==> config.mk <==
export PLATFORM = sky130hd
export DESIGN_NAME = ps2_host_tx_flat
export DESIGN_NICKNAME = d
export VERILOG_FILES = /design/src/rtl/ps2_host_tx_if.sv /design/src/rtl/ps2_host_tx.sv /design/src/flat_wrapper.sv
export SDC_FILE = /design/constraint.sdc
export NUM_CORES = 1
export LEC_CHECK = 0
export ABC_AREA = 1
export ABC_CLOCK_PERIOD_IN_PS = 2800
export BUFFER_PORTS_ARGS = -buffer_cell sky130_fd_sc_hd__buf_2
export CORE_ASPECT_RATIO = 1.2
export CORE_MARGIN = 10
export CORE_UTILIZATION = 45
export DETAILED_ROUTE_END_ITERATION = 8
export GPL_ROUTABILITY_DRIVEN = 0
export SLEW_MARGIN = 20
export SYNTH_ARGS = -nofsm -noshare
export SYNTH_HDL_FRONTEND = slang
export SYNTH_SLANG_ARGS = --single-unit
==> constraint.sdc <==
create_clock -name i_clk -period 2.8 [get_ports i_clk]
set_clock_uncertainty 0.1 [all_clocks]
set_input_delay 0.42 -clock i_clk [delete_from_list [all_inputs] [get_ports i_clk]]
set_output_delay 0.42 -clock i_clk [all_outputs]
set_load 0.02 [all_outputs]
==> src/rtl/ps2_host_tx_if.sv <==
// ---------------------------------------------------------------------------
// ps2_host_tx_if
//   Bundle between the core / PS/2 pads and the host-to-device transmitter.
//   Signals:
//     tx_data[7:0]   command byte, sampled when a start is accepted
//     tx_start       one-cycle request, honoured only while the transmitter is idle
//     busy           high from accepted start until the done pulse
//     done           one-cycle end-of-transfer pulse
//     error          one-cycle pulse with done: nack or timeout
//     ps2_clk_in     PS/2 clock line level (asynchronous)
//     ps2_data_in    PS/2 data line level (asynchronous)
//     ps2_clk_out    0 = pull clock low, 1 = release
//     ps2_data_out   0 = pull data low, 1 = release
//   master: core/pad side driving the request and line levels.
//   slave : the transmitter.
// ---------------------------------------------------------------------------
interface ps2_host_tx_if;
  logic [7:0] tx_data;
  logic       tx_start;
  logic       busy;
  logic       done;
  logic       error;
  logic       ps2_clk_in;
  logic       ps2_data_in;
  logic       ps2_clk_out;
  logic       ps2_data_out;

  modport master (
    output tx_data, tx_start, ps2_clk_in, ps2_data_in,
    input  busy, done, error, ps2_clk_out, ps2_data_out
  );

  modport slave (
    input  tx_data, tx_start, ps2_clk_in, ps2_data_in,
    output busy, done, error, ps2_clk_out, ps2_data_out
  );
endinterface

==> src/rtl/ps2_host_tx.sv <==
// ---------------------------------------------------------------------------
// ps2_host_tx
//   PS/2 host-to-device transmitter. Sends one command byte to the mouse:
//   clock inhibit, request-to-send, device-clocked serialisation (LSB first,
//   odd parity, stop bit) and ack check, with an overall timeout.
//   Ports:
//     i_clk        system clock
//     i_reset_n    synchronous reset, active low
//     io_tx        ps2_host_tx_if.slave (request/status and PS/2 line levels)
//   Parameters:
//     INHIBIT_CYCLES  clk cycles the clock line is held low before the request
//     TIMEOUT_CYCLES  clk cycles from clock release to completion before abort
//     TIMER_W         width of the shared inhibit/timeout counter
// ---------------------------------------------------------------------------
module ps2_host_tx #(
  parameter int INHIBIT_CYCLES = 2200,
  parameter int TIMEOUT_CYCLES = 327680,
  parameter int TIMER_W        = 19
) (
  input  logic           i_clk,
  input  logic           i_reset_n,
  ps2_host_tx_if.slave   io_tx
);

  localparam logic [TIMER_W-1:0] INH_LAST = TIMER_W'(INHIBIT_CYCLES - 1);
  localparam logic [TIMER_W-1:0] TO_LAST  = TIMER_W'(TIMEOUT_CYCLES - 1);

  typedef enum logic [2:0] {
    S_IDLE,
    S_INHIBIT,
    S_REQ,
    S_RELEASE,
    S_ACK,
    S_WAIT_IDLE,
    S_DONE
  } state_t;

  state_t             r_state,  w_state_nxt;
  logic [TIMER_W-1:0] r_timer,  w_timer_nxt;
  logic [9:0]         r_shift,  w_shift_nxt;
  logic [3:0]         r_cnt,    w_cnt_nxt;
  logic               r_txd,    w_txd_nxt;   // data level driven while in RELEASE
  logic               r_err,    w_err_nxt;

  // line synchronisers; r_clk_d holds the previous synchronised clock level
  logic r_clk_s1, r_clk_s2, r_clk_d;
  logic r_dat_s1, r_dat_s2;

  logic               w_fall;
  logic [TIMER_W-1:0] w_timer_inc;
  logic               w_timeout;

  assign w_fall      = r_clk_d & ~r_clk_s2;
  // saturating increment so a stuck line can never wrap the timer back to 0
  assign w_timer_inc = (r_timer == {TIMER_W{1'b1}}) ? r_timer : r_timer + 1'b1;
  assign w_timeout   = (r_timer >= TO_LAST);

  // -------------------------------------------------------------------------
  // state register
  // -------------------------------------------------------------------------
  always_ff @(posedge i_clk) begin
    if (!i_reset_n) begin
      r_state  <= S_IDLE;
      r_timer  <= '0;
      r_shift  <= '0;
      r_cnt    <= '0;
      r_txd    <= 1'b1;
      r_err    <= 1'b0;
      r_clk_s1 <= 1'b1;
      r_clk_s2 <= 1'b1;
      r_clk_d  <= 1'b1;
      r_dat_s1 <= 1'b1;
      r_dat_s2 <= 1'b1;
    end else begin
      r_state  <= w_state_nxt;
      r_timer  <= w_timer_nxt;
      r_shift  <= w_shift_nxt;
      r_cnt    <= w_cnt_nxt;
      r_txd    <= w_txd_nxt;
      r_err    <= w_err_nxt;
      r_clk_s1 <= io_tx.ps2_clk_in;
      r_clk_s2 <= r_clk_s1;
      r_clk_d  <= r_clk_s2;
      r_dat_s1 <= io_tx.ps2_data_in;
      r_dat_s2 <= r_dat_s1;
    end
  end

  // -------------------------------------------------------------------------
  // next-state logic
  // -------------------------------------------------------------------------
  always_comb begin
    w_state_nxt = r_state;
    w_timer_nxt = r_timer;
    w_shift_nxt = r_shift;
    w_cnt_nxt   = r_cnt;
    w_txd_nxt   = r_txd;
    w_err_nxt   = r_err;

    case (r_state)
      S_IDLE: begin
        if (io_tx.tx_start) begin
          w_state_nxt = S_INHIBIT;
          w_timer_nxt = '0;
          // stop, odd parity, data; shifted out LSB first
          w_shift_nxt = {1'b1, ~^io_tx.tx_data, io_tx.tx_data};
          w_cnt_nxt   = '0;
          w_txd_nxt   = 1'b0;
          w_err_nxt   = 1'b0;
        end
      end

      S_INHIBIT: begin
        if (r_timer == INH_LAST) w_state_nxt = S_REQ;
        else                     w_timer_nxt = w_timer_inc;
      end

      S_REQ: begin
        w_state_nxt = S_RELEASE;
        w_timer_nxt = '0;
        w_txd_nxt   = 1'b0;
      end

      S_RELEASE: begin
        if (w_timeout) begin
          w_state_nxt = S_DONE;
          w_err_nxt   = 1'b1;
        end else begin
          w_timer_nxt = w_timer_inc;
          // device has pulled clock low: present the next bit for its rising edge
          if (w_fall) begin
            w_txd_nxt   = r_shift[0];
            w_shift_nxt = {1'b0, r_shift[9:1]};
            w_cnt_nxt   = r_cnt + 1'b1;
            if (r_cnt == 4'd9) w_state_nxt = S_ACK;
          end
        end
      end

      S_ACK: begin
        if (w_timeout) begin
          w_state_nxt = S_DONE;
          w_err_nxt   = 1'b1;
        end else begin
          w_timer_nxt = w_timer_inc;
          if (w_fall) begin
            w_err_nxt   = r_dat_s2;       // device must hold data low to ack
            w_state_nxt = S_WAIT_IDLE;
          end
        end
      end

      S_WAIT_IDLE: begin
        if (w_timeout) begin
          w_state_nxt = S_DONE;
          w_err_nxt   = 1'b1;
        end else begin
          w_timer_nxt = w_timer_inc;
          if (r_clk_s2 && r_dat_s2) w_state_nxt = S_DONE;
        end
      end

      S_DONE: begin
        w_state_nxt = S_IDLE;
      end

      default: begin
        w_state_nxt = S_IDLE;
      end
    endcase
  end

  // -------------------------------------------------------------------------
  // outputs, decoded from registered state only
  // -------------------------------------------------------------------------
  assign io_tx.busy         = (r_state != S_IDLE) && (r_state != S_DONE);
  assign io_tx.done         = (r_state == S_DONE);
  assign io_tx.error        = (r_state == S_DONE) && r_err;
  assign io_tx.ps2_clk_out  = !((r_state == S_INHIBIT) || (r_state == S_REQ));
  assign io_tx.ps2_data_out = (r_state == S_REQ)     ? 1'b0  :
                              (r_state == S_RELEASE) ? r_txd : 1'b1;

endmodule
==> src/flat_wrapper.sv <==
// flat-port wrapper written by rule: the top's interface ports become plain ports
module ps2_host_tx_flat 
#(
  parameter int INHIBIT_CYCLES = 2200,
  parameter int TIMEOUT_CYCLES = 327680,
  parameter int TIMER_W        = 19
)
  (i_clk, i_reset_n, io_tx_tx_data, io_tx_tx_start, io_tx_ps2_clk_in, io_tx_ps2_data_in, io_tx_busy, io_tx_done, io_tx_error, io_tx_ps2_clk_out, io_tx_ps2_data_out);
  ps2_host_tx_if io_tx_i ();
  input  logic i_clk;
  input  logic i_reset_n;
  input wire logic [$bits(io_tx_i.tx_data)-1:0] io_tx_tx_data;
  input wire logic [$bits(io_tx_i.tx_start)-1:0] io_tx_tx_start;
  input wire logic [$bits(io_tx_i.ps2_clk_in)-1:0] io_tx_ps2_clk_in;
  input wire logic [$bits(io_tx_i.ps2_data_in)-1:0] io_tx_ps2_data_in;
  output wire logic [$bits(io_tx_i.busy)-1:0] io_tx_busy;
  output wire logic [$bits(io_tx_i.done)-1:0] io_tx_done;
  output wire logic [$bits(io_tx_i.error)-1:0] io_tx_error;
  output wire logic [$bits(io_tx_i.ps2_clk_out)-1:0] io_tx_ps2_clk_out;
  output wire logic [$bits(io_tx_i.ps2_data_out)-1:0] io_tx_ps2_data_out;
  assign io_tx_i.tx_data = io_tx_tx_data;
  assign io_tx_i.tx_start = io_tx_tx_start;
  assign io_tx_i.ps2_clk_in = io_tx_ps2_clk_in;
  assign io_tx_i.ps2_data_in = io_tx_ps2_data_in;
  assign io_tx_busy = io_tx_i.busy;
  assign io_tx_done = io_tx_i.done;
  assign io_tx_error = io_tx_i.error;
  assign io_tx_ps2_clk_out = io_tx_i.ps2_clk_out;
  assign io_tx_ps2_data_out = io_tx_i.ps2_data_out;
  ps2_host_tx #(.INHIBIT_CYCLES(INHIBIT_CYCLES), .TIMEOUT_CYCLES(TIMEOUT_CYCLES), .TIMER_W(TIMER_W)) u_core (.i_clk(i_clk), .i_reset_n(i_reset_n), .io_tx(io_tx_i));
endmodule
==> summary.md <==
| Metric | Value |
|---|---|
| Postcts setup bufs | `0` |
| Design Power | `between 2 and 2.5 mW` |
| Grt met2 use | `0.2543` |
| Vias/cell | `4.861` |
| CTS clk-pin slew, worst paths | `about 0.08 ns` |
| Layout area overhead | `7.955%` |
| Final ANT Viol Nets | `0` |
| Site Rows | `31` |
| WL per Instance | `12.18 um` |
| Max Cap Viol | `0` |
| CP top delay family | `simple AND/OR/NAND/NOR gates` |
| Max VDD drop | `~0.00031 V` |
| Async S/R FF share, synth | `0` |
| Detailed Route WL | `approximately 6500 um` |
| Post-synth cell types | `34` |
| CP startpoint kind | `register` |
| Slew @ Worst Pin | `0.7051 ns` |
| Worst EP arrival | `approximately 2.3 ns` |
| Post-synth EDFFs | `0` |
| Vias | `2591` |
| FMAX | `456.3 MHz` |
| GR Overflow Total | `0` |
| Area share of the largest cell type after synthesis | `0.3092` |
| Yosys top cell by area | `dfxtp_1` |
| Critical path buffers and inverters | `1` |
| First-pass GRT wire length | `~11000 um` |
| Synth Register Bits | `43` |
| Die span in x | `91.80 um` |
| Cell Area, Synth | `roughly 2800 um^2` |
| Leak Pwr | `around 1.3 nW` |
| Initial antenna violation count | `0` |
| Most Used Layer, Global Route | `met2` |
| Worst Setup End Kind | `register` |
| Critical path depth in cells | `11` |
| Htree depth | `2` |
| Post-cts resize count | `0` |
| Average size of a mapped cell | `6.356 um^2` |
| Kind of critical path | `reg -> reg` |
| Slew Limit Fails | `0` |
| Top cells by area, synth | `dfxtp_1 31%, nand2_1 15%, nor2_1 11%` |
| Die area | `about 9700 um^2` |
| Met1 Track Usage GR | `0.1517` |
| Reg2reg path depth | `11` |
| Root Driver | `clkbuf_8` |
| Setup TNS | `0 ns` |
| Outcome | `finished, final reports clean` |
| Top cell by count, worst path | `nand2_1` |
| Clock sinks | `between 40 and 50` |
| Met3 GRT Util | `0.02885` |
| Initial core utilization | `0.4631` |
| Ports | `18` |
| Final Critical Period | `around 2.2 ns` |
| Highest-delay cell along the critical path | `dfxtp_1` |
| Worst relative slew slack | `0.5294` |
| CTS buffer count | `5` |
| TritonCTS clock tree | `built` |
| Mapped Nets | `between 400 and 500` |
| Diodes inserted | `0` |
| YS warnings | `0` |
| Commonest non-fill, non-tap cells in the layout | `108 x nand2_1, 85 x nor2_1, 43 x dfxtp_1` |
| Sequential area share after synthesis | `0.3092` |
| Post-layout nets | `around 470` |
| Placeable Area | `6012 um^2` |
| Clk buf depth | `2` |
| Fin crit share | `0.7827` |
| Worst-skew pair later-pin latency | `~0.3 ns` |
| Die H | `approximately 110 um` |
| Hold WC Path Type | `in -> reg` |
| Post-Syn Instances | `approximately 440` |
| HPWL after DPL | `just under 5000 um` |
| Largest net degree at the start of global routing | `24` |
| Share of cells above drive strength 1 | `0.1264` |
| PortBufs | `17` |
| Ys flop type | `dfxtp_1` |
| RSZ-0062 raised after global routing | `false` |
| Pwr/cell area | `approximately 750 nW/um^2` |
| Setup-failing EPs final | `0` |
| Final Hold Fails | `0` |
| Hold-fix buffers, CTS | `0` |
| Crit-path max FO | `18` |
| DRC viols | `0` |
| Gr usage total | `0.1373` |
| Hold-critical path depth | `2` |
| Util after Layout | `0.4999` |
| First DRT Iteration DRCs | `121` |
| First-pass DRT Iterations | `4` |
| Req. time, crit path | `2.88 ns` |
| Vias in the first global route | `around 2500` |
| Crit path cell chain | `nand2_1 -> nand2_2 -> nor2_1 -> nand3_1 -> nand2_1 -> nor2_4 -> nand2_8 -> nand2_1 -> inv_1 -> nand2_1 -> o21ai_1` |
| Slack of the worst reg-to-reg path | `around 0.6 ns` |
| Max stage delay on crit path | `about 0.47 ns` |
| Most common cell after layout, fill and taps aside | `nand2_1` |
stage by stage:
stage | area [um^2] | setup WS, ns | instances | hold slack, ns
finish | 3005 | 0.6084 | 533 | 0.2026
global route | 3005 | 0.4003 | 533 | 0.2078
CTS | 3005 | 0.6255 | 533 | 0.1934
detailed placement | 2903 | 0.6407 | 526 | 0.2976
global placement | 2903 | 0.6716 | 526 | 0.2939
floorplan | 2784 | 0.9409 | 438 | 0.2925
final cells by class:
class | instances | area, um^2
Inverter | 46 | 172.7
Fill cell | 661 | 3007
Clock inverter | 1 | 30.03
Clock buffer | 6 | 72.57
Sequential cell | 43 | 860.8
Multi-Input combinational cell | 336 | 1667
Timing Repair Buffer | 19 | 100.1
Tap cell | 82 | 102.6
worst paths after layout:
check,start,to
hold reg to reg,u_core.r_dat_s1,u_core.r_dat_s2
setup reg to reg,u_core.r_state[2],u_core.r_timer[4]
setup / recovery,u_core.r_state[2],u_core.r_timer[4]
hold / removal,io_tx_ps2_clk_in,u_core.r_clk_s1
logic make-up (layout without fill, tap and decap cells):
logic type / count (synthesis) / in the layout / synth area share
simple gates: 272 / 272 / 0.4454
buf+inv: 59 / 72 / 0.09213
flops: 43 / 43 / 0.3092
compound gates: 41 / 41 / 0.07686
xor+xnor: 20 / 20 / 0.06292
fa+ha+maj: 3 / 3 / 0.01348
worst reg2reg max path, stage by stage (launching register included):
cell     delay [ns]
dfxtp_1        0.47
nand2_1        0.17
nand2_2        0.31
nor2_1         0.08
nand3_1        0.09
nand2_1        0.08
nor2_4         0.36
nand2_8        0.16
nand2_1        0.11
inv_1          0.05
nand2_1        0.05
o21ai_1        0.05
metal layers:
layer	vias up	wire, um
li1	1403	-
met1	1149	2858
met2	31	3384
met3	8	164
met4	0	82
met5	-	0
report_power, final:
group	switching [mW]	internal, mW	total (mW)
Combinational	0.667	0.308	0.974
Clock	0.209	0.262	0.471
Sequential	0.0774	0.730	0.807
Total	0.953	1.30	2.25
sequential cells by signal (all words and copies together) (netlist names):
| name | flops |
|---|---|
| u_core.r_timer | 19 |
| u_core.r_shift | 10 |
| u_core.r_cnt | 4 |
| u_core.r_state | 3 |
| u_core.r_clk_d | 1 |
| u_core.r_clk_s1 | 1 |
| u_core.r_clk_s2 | 1 |
| u_core.r_dat_s1 | 1 |
| u_core.r_dat_s2 | 1 |
| u_core.r_err | 1 |
| u_core.r_txd | 1 |
cells in the mapped netlist, types with 2 or more instances:
library cell,n
a21oi_1,20
o21ai_0,15
ha_1,3
nor2_2,8
dfxtp_1,43
inv_2,6
nand2_2,4
o21ai_1,2
buf_6,4
or2_2,4
xor2_1,13
xnor2_1,7
nor2_1,85
nand2_4,4
nor3_1,8
nand2_1,108
nand3b_1,2
nand4_1,9
clkbuf_1,6
nand3_4,2
nor2_4,2
nand3_1,33
inv_1,39
(Power assumes the default switching activity.)
